$ cat src/rtl/serial_pack_pkg.sv
// Shared definitions for the UART packet command controller: command codes,
// control-byte field positions, reply bytes and controller states.
package serial_pack_pkg;

  typedef enum logic [1:0] {
    CMD_LOAD       = 2'b00,
    CMD_LOAD_START = 2'b01,
    CMD_STOP       = 2'b10,
    CMD_RSVD       = 2'b11
  } cmd_e;

  // Control byte: [7:6] command, [5:4] don't care, [3:0] channel
  localparam int unsigned CTRL_CMD_LSB = 6;
  localparam int unsigned CTRL_CMD_W   = 2;
  localparam int unsigned CTRL_CH_W    = 4;

  localparam logic [7:0] ACK_BYTE_DEF = 8'h06;
  localparam logic [7:0] NAK_BYTE_DEF = 8'h15;

  typedef enum logic [2:0] {
    ST_IDLE    = 3'd0,
    ST_RECV    = 3'd1,
    ST_DECODE  = 3'd2,
    ST_ISSUE   = 3'd3,
    ST_REPLY   = 3'd4,
    ST_WAIT_TX = 3'd5
  } state_e;

endpackage

$ cat src/rtl/pack_timeout_timer.sv
// Inter-byte idle timer: cleared by each received byte (or while not receiving),
// otherwise counts up and saturates; flags expiry on the last allowed idle cycle.
module pack_timeout_timer #(
  parameter int unsigned TIMEOUT_CYC = 200000
) (
  input  logic clk,
  input  logic rst_n,
  input  logic clear_i,
  output logic expire_c_o
);

  localparam int unsigned CW = (TIMEOUT_CYC > 1) ? $clog2(TIMEOUT_CYC) : 1;
  localparam logic [CW-1:0] LAST = CW'(TIMEOUT_CYC - 1);

  logic [CW-1:0] count_q, count_d;

  always_comb begin
    count_d = count_q;
    if (clear_i) begin
      count_d = '0;
    end else if (count_q != LAST) begin
      count_d = count_q + CW'(1);
    end
  end

  always_ff @(posedge clk or negedge rst_n) begin
    if (!rst_n) begin
      count_q <= '0;
    end else begin
      count_q <= count_d;
    end
  end

  assign expire_c_o = !clear_i && (count_q == LAST);

endmodule

$ cat src/rtl/serial_pack_ctrl.sv
// Assembles UART bytes into pattern/frequency/control packets, issues per-channel
// load/start/stop strobes, tracks channel run flags and replies ACK/NAK per packet.
module serial_pack_ctrl
  import serial_pack_pkg::*;
#(
  parameter int unsigned DATA_BIT    = 32,
  parameter int unsigned PACK_NUM    = (DATA_BIT / 8) * 2 + 1,
  parameter int unsigned CH_NUM      = 16,
  parameter int unsigned TIMEOUT_CYC = 200000,
  parameter logic [7:0]  ACK_BYTE    = ACK_BYTE_DEF,
  parameter logic [7:0]  NAK_BYTE    = NAK_BYTE_DEF
) (
  input  logic                clk,
  input  logic                rst_n,
  input  logic [7:0]          i_data,
  input  logic                i_rx_done_tick,
  input  logic [CH_NUM-1:0]   i_done_tick,
  input  logic                i_tx_done_tick,
  output logic [DATA_BIT-1:0] o_output_pattern,
  output logic [DATA_BIT-1:0] o_freq_pattern,
  output logic [CH_NUM-1:0]   o_load_tick,
  output logic [CH_NUM-1:0]   o_start_tick,
  output logic [CH_NUM-1:0]   o_stop_tick,
  output logic [CH_NUM-1:0]   o_run,
  output logic                o_tx_start,
  output logic [7:0]          o_tx_data,
  output logic                o_busy,
  output logic                o_err_tick
);

  localparam int unsigned SH_W  = 2 * DATA_BIT;
  localparam int unsigned CNT_W = $clog2(PACK_NUM);

  state_e                 state_q, state_d;
  logic [CNT_W-1:0]       cnt_q, cnt_d;
  logic [SH_W-1:0]        sh_q, sh_d;
  cmd_e                   cmd_q, cmd_d;
  logic [CTRL_CH_W-1:0]   ch_q, ch_d;
  logic                   accept_q, accept_d;
  logic [DATA_BIT-1:0]    pat_q, pat_d, freq_q, freq_d;
  logic [CH_NUM-1:0]      load_q, load_d, start_q, start_d, stop_q, stop_d;
  logic [CH_NUM-1:0]      run_q, run_d;
  logic                   tx_start_q, tx_start_d;
  logic [7:0]             tx_data_q, tx_data_d;
  logic                   busy_q, busy_d;
  logic                   err_q, err_d;

  logic                   tmr_clear_c;
  logic                   tmr_expire_c;
  logic [CH_NUM-1:0]      ch_oh_c;
  logic                   accept_c;

  assign tmr_clear_c = (state_q != ST_RECV) || i_rx_done_tick;

  pack_timeout_timer #(
    .TIMEOUT_CYC (TIMEOUT_CYC)
  ) u_timer (
    .clk        (clk),
    .rst_n      (rst_n),
    .clear_i    (tmr_clear_c),
    .expire_c_o (tmr_expire_c)
  );

  // Out-of-range channels shift the one-hot fully out, giving an all-zero mask
  assign ch_oh_c  = CH_NUM'(1) << ch_q;
  assign accept_c = (cmd_q != CMD_RSVD) && (32'(ch_q) < CH_NUM) &&
                    !((cmd_q != CMD_STOP) && |(run_q & ch_oh_c));

  always_comb begin
    state_d    = state_q;
    cnt_d      = cnt_q;
    sh_d       = sh_q;
    cmd_d      = cmd_q;
    ch_d       = ch_q;
    accept_d   = accept_q;
    pat_d      = pat_q;
    freq_d     = freq_q;
    load_d     = '0;
    start_d    = '0;
    stop_d     = '0;
    tx_start_d = 1'b0;
    tx_data_d  = tx_data_q;
    err_d      = 1'b0;
    // Done clears a running flag, but a start strobe in the same cycle wins
    run_d      = (run_q & ~i_done_tick & ~stop_q) | start_q;

    case (state_q)
      ST_IDLE: begin
        if (i_rx_done_tick) begin
          sh_d    = {i_data, sh_q[SH_W-1:8]};
          cnt_d   = CNT_W'(1);
          state_d = ST_RECV;
        end
      end
      ST_RECV: begin
        if (i_rx_done_tick) begin
          if (cnt_q == CNT_W'(PACK_NUM - 1)) begin
            cmd_d   = cmd_e'(i_data[CTRL_CMD_LSB +: CTRL_CMD_W]);
            ch_d    = i_data[CTRL_CH_W-1:0];
            cnt_d   = '0;
            state_d = ST_DECODE;
          end else begin
            sh_d  = {i_data, sh_q[SH_W-1:8]};
            cnt_d = cnt_q + CNT_W'(1);
          end
        end else if (tmr_expire_c) begin
          err_d   = 1'b1;
          cnt_d   = '0;
          state_d = ST_IDLE;
        end
      end
      ST_DECODE: begin
        accept_d = accept_c;
        if (accept_c) begin
          pat_d   = sh_q[DATA_BIT-1:0];
          freq_d  = sh_q[SH_W-1:DATA_BIT];
          load_d  = (cmd_q != CMD_STOP) ? ch_oh_c : '0;
          start_d = (cmd_q == CMD_LOAD_START) ? ch_oh_c : '0;
          stop_d  = (cmd_q == CMD_STOP) ? ch_oh_c : '0;
        end
        state_d = ST_ISSUE;
      end
      ST_ISSUE: begin
        tx_start_d = 1'b1;
        tx_data_d  = accept_q ? ACK_BYTE : NAK_BYTE;
        state_d    = ST_REPLY;
      end
      ST_REPLY: begin
        state_d = ST_WAIT_TX;
      end
      ST_WAIT_TX: begin
        if (i_tx_done_tick) begin
          state_d = ST_IDLE;
        end
      end
      default: begin
        state_d = ST_IDLE;
      end
    endcase

    // Bytes arriving while a packet is being processed are dropped
    if (i_rx_done_tick && (state_q inside {ST_DECODE, ST_ISSUE, ST_REPLY, ST_WAIT_TX})) begin
      err_d = 1'b1;
    end

    busy_d = !(state_d inside {ST_IDLE, ST_RECV});
  end

  always_ff @(posedge clk or negedge rst_n) begin
    if (!rst_n) begin
      state_q    <= ST_IDLE;
      cnt_q      <= '0;
      sh_q       <= '0;
      cmd_q      <= CMD_LOAD;
      ch_q       <= '0;
      accept_q   <= 1'b0;
      pat_q      <= '0;
      freq_q     <= '0;
      load_q     <= '0;
      start_q    <= '0;
      stop_q     <= '0;
      run_q      <= '0;
      tx_start_q <= 1'b0;
      tx_data_q  <= '0;
      busy_q     <= 1'b0;
      err_q      <= 1'b0;
    end else begin
      state_q    <= state_d;
      cnt_q      <= cnt_d;
      sh_q       <= sh_d;
      cmd_q      <= cmd_d;
      ch_q       <= ch_d;
      accept_q   <= accept_d;
      pat_q      <= pat_d;
      freq_q     <= freq_d;
      load_q     <= load_d;
      start_q    <= start_d;
      stop_q     <= stop_d;
      run_q      <= run_d;
      tx_start_q <= tx_start_d;
      tx_data_q  <= tx_data_d;
      busy_q     <= busy_d;
      err_q      <= err_d;
    end
  end

  assign o_output_pattern = pat_q;
  assign o_freq_pattern   = freq_q;
  assign o_load_tick      = load_q;
  assign o_start_tick     = start_q;
  assign o_stop_tick      = stop_q;
  assign o_run            = run_q;
  assign o_tx_start       = tx_start_q;
  assign o_tx_data        = tx_data_q;
  assign o_busy           = busy_q;
  assign o_err_tick       = err_q;

endmodule

$ cat config.mk
export PLATFORM = sky130hd
export DESIGN_NAME = serial_pack_ctrl
export DESIGN_NICKNAME = d
export VERILOG_FILES = /design/src/rtl/serial_pack_pkg.sv /design/src/rtl/pack_timeout_timer.sv /design/src/rtl/serial_pack_ctrl.sv
export SDC_FILE = /design/constraint.sdc
export NUM_CORES = 1
export LEC_CHECK = 0
export BUFFER_PORTS_ARGS = -buffer_cell sky130_fd_sc_hd__buf_2
export CORE_MARGIN = 3
export CORE_UTILIZATION = 50
export DETAILED_ROUTE_END_ITERATION = 10
export PLACE_DENSITY = 0.86
export SLEW_MARGIN = 30
export SYNTH_ARGS = -nofsm -noshare
export SYNTH_HDL_FRONTEND = slang
export SYNTH_SLANG_ARGS = --single-unit
$ cat constraint.sdc
create_clock -name clk -period 2.4 [get_ports clk]
set_input_delay 0.24 -clock clk [delete_from_list [all_inputs] [get_ports clk]]
set_output_delay 0.24 -clock clk [all_outputs]
set_load 0.01 [all_outputs]
# Yosys cells after proc, flatten, opt, wreduce, memory -nomap -nowiden
# Cells that the tools add are included.
op_classes:
  add_sub_neg: 2
  n_mul: 0
  div: 0
  n_lt_le_gt_ge: 0
  eq_ne: 18
  shift: 1
  n_mux: 32
  bitwise: 6
  n_reduce_logical: 19
ops:
  columns: ["operator", "n"]
  rows:
  - ["64-bit 2-to-1 mux", 3]
  - ["16-bit 2-to-1 mux", 9]
  - ["64-bit one-hot mux with 2 select lines", 1]
  - ["16-bit AND", 3]
  - ["18-bit 2-to-1 mux", 2]
  - ["16-bit inverter", 2]
  - ["18-bit by 1-bit adder with 18-bit output (second input constant)", 1]
  - ["18-bit == test (second input constant)", 1]
  - ["18-bit != test (second input constant)", 1]
  - ["3-bit one-hot mux with 6 select lines", 1]
  - ["4-bit 2-to-1 mux", 4]
  - ["16-bit OR", 1]
  - ["16-bit OR reduction", 1]
  - ["1-bit by 4-bit << shifter with 16-bit output (first input constant)", 1]
  - ["3-bit 2-to-1 mux", 5]
  - ["2-bit != test (second input constant)", 5]
  - ["4-bit one-hot mux with 2 select lines", 1]
  - ["3-bit by 1-bit == test with 1-bit output (second input constant)", 2]
  - ["3-bit by 2-bit == test with 1-bit output (second input constant)", 2]
  - ["3-bit == test (second input constant)", 2]
  - ["3-bit logical NOT", 2]
  - ["3-bit AND reduction", 2]
  - ["2-bit nonzero test", 3]
  - ["1-bit 2-to-1 mux", 5]
  - ["other kinds (13)", 18]
word_totals:
  ff_bits: 235
  latch_bits: 0
  mem_bits_rw: 0
  mem_bits_ro: 0
  input_bits: 28
  word_cells: 95
  mem_count: 0

# Depth between registers and ports, before layout
depth:
  word_depth: 10
  mapped_depth: 8
  depth_no_buf: 6

# Cells and area by module
# Synthesis repeated with hierarchy kept, for this count alone.
unflattened:
  cells_unflattened: 662
  area_unflattened_um2: 9250.1
modules_own_cells:
  columns: ["mod", "instances", "cells_each", "area_per_inst_um2", "seq_area_each_um2"]
  rows:
  - ["serial_pack_ctrl", 1, 564, 8265.4, 5305.1]
  - ["pack_timeout_timer", 1, 98, 984.7, 450.4]

# Worst setup path before layout
# Ideal clock, no wire load.
synth_timing:
  kind: "register -> register"
  start: "register ch_q[3]"
  end: "register freq_q[13], in the netlist o_freq_pattern[13]"
  setup_time_ns: 0.125
  arrival_ns: 2.266
  required_time_ns: 2.275
  slack_ns: 0.009
  stages_incl_launch_ff: 9
  period_less_slack_ns: 2.391
  cell_sequence: "dfrtp_1 clkbuf_1 or4b_2 a21boi_1 nor4_4 a21boi_2 buf_6 buf_6 mux2_4"
synth_via:
  elab_chain_len: 7
synth_lines:
  columns: ["element", "line", "source"]
  rows:
  - ["start: declaration", "serial_pack_ctrl.sv:38", "logic [CTRL_CH_W-1:0] ch_q, ch_d;"]
  - ["start signal: assignment", "serial_pack_ctrl.sv:172", "ch_q <= ch_d;"]
  - ["1-bit by 4-bit << shifter with 16-bit output", "serial_pack_ctrl.sv:65", "assign ch_oh_c = CH_NUM'(1) << ch_q;"]
  - ["16-bit AND", "serial_pack_ctrl.sv:67", "!((cmd_q != CMD_STOP) && |(run_q & ch_oh_c));"]
  - ["16-bit OR reduction", "serial_pack_ctrl.sv:67", null]
  - ["1-bit logical AND", "serial_pack_ctrl.sv:67", null]
  - ["1-bit logical NOT", "serial_pack_ctrl.sv:67", null]
  - ["1-bit logical AND", "serial_pack_ctrl.sv:66", "assign accept_c = (cmd_q != CMD_RSVD) && (32'(ch_q) < CH_NUM) &&"]
  - ["2-bit AND reduction (no line)", null, null]
  - ["end signal: assignment", "serial_pack_ctrl.sv:175", "freq_q <= freq_d;"]
  - ["end: declaration", "serial_pack_ctrl.sv:40", "logic [DATA_BIT-1:0] pat_q, pat_d, freq_q, freq_d;"]
# Every way passes these cells.
# A chain may end at the register's enable or synchronous reset.

# Final worst setup path
layout_timing:
  start: "register ch_q[2]"
  end: "register pat_q[26], in the netlist o_output_pattern[26]"
layout_via:
  elab_chain_len: 7
layout_lines:
  columns: ["element", "line", "source"]
  rows:
  - ["1-bit by 4-bit << shifter with 16-bit output", "serial_pack_ctrl.sv:65", null]
  - ["16-bit AND", "serial_pack_ctrl.sv:67", null]
  - ["16-bit OR reduction", "serial_pack_ctrl.sv:67", null]
  - ["1-bit logical AND", "serial_pack_ctrl.sv:67", null]
  - ["1-bit logical NOT", "serial_pack_ctrl.sv:67", null]
  - ["1-bit logical AND", "serial_pack_ctrl.sv:66", null]
  - ["2-bit AND reduction (no line)", null, null]
  - ["end signal: assignment", "serial_pack_ctrl.sv:174", "pat_q <= pat_d;"]
  - ["end: declaration", "serial_pack_ctrl.sv:40", null]
# Every way passes these cells.

==> results list <==
- Headroom to the max-slew limit: between 50% and 60%
- Counting flops and latches in the post-synthesis netlist gives 230.
* Post-synthesis share of cell area spent on full adders, half adders and majority gates: less than 1%
- Setup violations remaining at the end of the flow were counted as 22.
* Chip Width: ~140 um
* Aggregate global routing overflow: 0
- Highest fanout seen on the critical path: 8
- Core ar.: about 17,000 um^2
- Pin count of the biggest net entering global routing: 86
- The biggest area contributor in the post-synthesis netlist is sky130_fd_sc_hd__dfrtp_1.
* Total area of multi-input combinational cells: ~3100 um^2
* Worst reg2reg path depth: 8
* Residual DRC: 0
* Number of H-tree branching levels: 1
- The number of antenna diodes in the final layout is 0.
* Max frequency: 0.4116 GHz
- Summing the areas of all xor and xnor instances in the mapped netlist gives under 10% of the synthesized area.
- The worst setup path is captured at a flop.
- By area, the combinational part of the netlist is dominated by multiplexers.
* Total number of vias: slightly below 6,000
* Clock Skew: about 0.021 ns
- Die Outline Area: between 15,000 and 20,000 um^2
- The final-report hold violation count is 0.
- During synthesis, Yosys emitted a total of 0 warnings.
* Critical hold path startpoint: i_data[6]
- Kind of start point of the critical path: flop
- Non-Filler Cell Area, Final: about 12,000 um^2
- Via count of the first global-routing pass: 6,010
- The clock reaches the later pin of the worst-skew pair after ~0.51 ns.
- Total power density per cell area: between 1000 and 1500 nW/um^2
- Clock period minus worst slack: about 2.4 ns
- TritonCTS built the clock tree.
* Endpoint with the worst hold slack: cmd_q[0]$_DFFE_PN0P_
- After layout, the worst setup slack is -0.02941 ns.
* Register clock-pin slew on the reported worst setup and hold paths: ~0.06 ns
* Sequential Area: around 5800 um^2
- The critical path in this run is classified as reg -> reg.
- Clock root buffer master: sky130_fd_sc_hd__clkbuf_16
- Min-Delay Path Class: in -> reg
- For this run, the post-layout net count is a little under 900.
- Filler Cell Count: 1,207
* Maximum ir drop on the vdd rail: approximately 650 uV
- Initial core utilization: 51.65%
- The congestion estimate from routability-driven global placement came to 0.8261.
* Antenna violations before repair: 0
- Global routing used approximately a fifth of the available tracks across all layers.
- Summed over all layers, the routed wires come to 20,350 um.
- The placed instances occupy a cell area of between 10,000 and 15,000 um^2.
- Measured on the finished design, the core utilization comes to between 60 and 70%.
- After synthesis, the mean cell area works out to approximately 14 um^2.
- DRT Pass-1 Iters: 5
- At the worst endpoint, the arrival time is ~2.8 ns.
- The synthesized netlist devotes 3.936% of its cell area to compound gates.
- After synthesis, flip-flops and latches occupy a little under two thirds of the total area.
* Count of standard-cell rows: 48
- Counting flops with a built-in enable in the synthesized netlist gives 0.
* Critical path required time: about 2.8 ns
- For the pin with the worst max-slew slack, the measured transition is 0.6781 ns.
- Relative to the synthesized area, the layout overhead comes to 27.40%.
- Yosys top cell area share: between 60% and 70%
- Summed over all nets, the half-perimeter wirelength after detailed placement is 13,280 um.
* Share of synthesized registers carrying an async set or reset: 100.0%
- Vias per cell: approximately 5.2
* Failing checks: negative setup slack
- Measured against the total synthesized area, the mux share comes to between 10% and 20%.
- Among all cell types in the netlist, the one instantiated most often is sky130_fd_sc_hd__dfrtp_1.
- Worst reg2reg setup slack: -0.03 ns
- During placement, the flow inserted port buffers numbering about 160.
- Buffers inserted during clock tree synthesis total 24.
- Die Span Y: 140.4 um
* Wire length of the first global-routing pass: roughly 33,000 um
- The final count of pins violating max slew was 0.
* Detail Route Antenna Nets: 0
- Most used standard cells in the synthesized netlist: sky130_fd_sc_hd__dfrtp_1 (230), sky130_fd_sc_hd__mux2_2 (83), sky130_fd_sc_hd__nor2_1 (82)
- Worst hold path cell count: 2
- In the post-synthesis netlist, the biggest area contributors are sky130_fd_sc_hd__dfrtp_1 (64%), sky130_fd_sc_hd__mux2_2 (10%), sky130_fd_sc_hd__mux2_4 (8.1%).
- In this run the critical register-to-register path is captured at o_output_pattern[26]$_DFFE_PN0P_.
- Counting distinct cell types in the post-synthesis netlist gives between 50 and 60.
- Layout cell share with drive strength beyond 1: 45.90%
- Leakage power total: 6.141 nW
* Netlist area before placement: 9027 um^2
- about 170 I/O pins were placed.
- In the final routed layout, each cell accounts on average for 18.45 um.
- Counting along the longest clock path gives a buffer depth of 3.
* Area share of and/or/nand/nor cells after synthesis: 8.663%
* Drt initial violations: 365
- Number of standard cells after synthesis: about 640
- Outcome: finished with violations
* Max-cap check violation count: 0
- The most used flip-flop cell after synthesis is sky130_fd_sc_hd__dfrtp_1.
- The completed layout was analyzed and its total power is ~12 mW.
* Post-route worst hold slack: between 0.03 and 0.04 ns
* Final period util: 101.2%
- Setup repair after global routing could not meet its margin everywhere.
- RR Startpoint: ch_q[2]$_DFFE_PN0P_
- The clock drives 230 sinks.
[cell usage in the layout, fill, tap and decap left out, drive strengths merged, types with 2 or more instances in the layout]
| cell | synthesis | layout |
|---|---|---|
| clkinvlp | 0 | 2 |
| inv | 10 | 11 |
| nor2 | 82 | 82 |
| buf | 12 | 212 |
| a21oi | 12 | 12 |
| a211oi | 2 | 2 |
| o2bb2ai | 2 | 2 |
| clkinv | 0 | 5 |
| conb | 1 | 4 |
| a21boi | 2 | 2 |
| and3 | 4 | 4 |
| a31o | 2 | 2 |
| bufinv | 0 | 2 |
| dfrtp | 230 | 230 |
| nand2b | 3 | 3 |
| dlygate4sd3 | 0 | 8 |
| nand2 | 22 | 22 |
| xor2 | 6 | 6 |
| nand3 | 18 | 18 |
| mux2i | 2 | 2 |
| a21o | 16 | 16 |
| nor3 | 7 | 7 |
| nor2b | 6 | 6 |
| or3 | 2 | 2 |
| ha | 3 | 3 |
| nand3b | 2 | 2 |
| or3b | 4 | 4 |
| clkbuf | 19 | 32 |
| xnor2 | 6 | 6 |
| mux2 | 137 | 137 |
| o21ai | 6 | 6 |
| nand4 | 7 | 7 |
[worst max path at each step]
stage	slack (ns)	start	endpoint	cells past startpoint
global route	-0.1	ch_q[2]$_DFFE_PN0P_	o_output_pattern[26]$_DFFE_PN0P_	8
global placement	0.008	ch_q[3]$_DFFE_PN0P_	o_output_pattern[11]$_DFFE_PN0P_	7
finish	-0.03	ch_q[2]$_DFFE_PN0P_	o_output_pattern[26]$_DFFE_PN0P_	8
floorplan	0.009	ch_q[3]$_DFFE_PN0P_	o_freq_pattern[13]$_DFFE_PN0P_	8
detailed placement	-0.05	ch_q[3]$_DFFE_PN0P_	o_output_pattern[14]$_DFFE_PN0P_	7
CTS	-0.03	state_q[2]$_DFF_PN0_	o_output_pattern[23]$_DFFE_PN0P_	7
[state kept, by name, summed over array words and instances (netlist names)]
name / flops
o_err_tick: 1
ch_q: 4
cmd_q: 2
o_freq_pattern: 32
o_tx_start: 1
u_timer.count_q: 18
o_busy: 1
o_start_tick: 16
o_tx_data: 3
o_output_pattern: 32
o_load_tick: 16
o_run: 16
o_stop_tick: 16
accept_q: 1
cnt_q: 4
state_q: 3
sh_q: 64
[per-stage QoR]
step / TNS, ns / instances / setup slack [ns]
2_1_floorplan: 0 / 646 / 0.009021
3_3_place_gp: 0 / 1040 / 0.008273
3_5_place_dp: -1.788 / 1040 / -0.05283
4_1_cts: -0.06021 / 1097 / -0.02987
5_1_grt: -3.207 / 1103 / -0.09673
6_report: -0.1741 / 1103 / -0.02941
[logic make-up after synthesis]
kind of cell | Yosys count
fa+ha+maj | 3
mux | 140
other cells | 1
compound gates | 51
flops | 230
buf+inv | 41
simple gates | 165
xor+xnor | 12
[power breakdown]
group / switching, mW / internal [mW] / total, mW
clock: 1.46 / 2.26 / 3.73
combinational: 1.07 / 1.37 / 2.43
sequential: 0.711 / 4.75 / 5.47
[layout make-up]
type                    count  share of cell area [%]
multi-input cells         375                   27.05
inverters                  10                  0.3264
well taps                 225                   2.448
clock buffers              31                   6.071
repair buffers            222                   13.08
flip-flops and latches    230                   50.07
clock inverters            10                  0.9682
[what timing repair did]
item	CTS	global route
setup endpoints to repair	48	64
cloned	3	1
gates resized for setup	12	9
pin swaps	0	4
buffers inserted	6	4
hold buffers	7	1
endpoints found under the hold margin	89	1
[critical path, stage by stage, from the launching register on]
cell and delay (ns):
sky130_fd_sc_hd__dfrtp_1 0.43, sky130_fd_sc_hd__or3b_2 0.50, sky130_fd_sc_hd__a211oi_2 0.22, sky130_fd_sc_hd__buf_4 0.14
sky130_fd_sc_hd__nor4_4 0.05, sky130_fd_sc_hd__a21boi_4 0.29, sky130_fd_sc_hd__buf_6 0.21, sky130_fd_sc_hd__clkbuf_16 0.16
sky130_fd_sc_hd__mux2_4 0.30
[metal layers]
| layer | GRT usage, % | wire length, um | up-vias |
|---|---|---|---|
| met3 | 4.643 | 1358 | 33 |
| met4 | 4.946 | 370 | 0 |
| met1 | 27.44 | 8413 | 2898 |
| met2 | 34.20 | 10210 | 193 |
| met5 | 0 | 0 | - |
| li1 | - | - | 2664 |
Note: power is estimated with default switching activity, not from simulation.
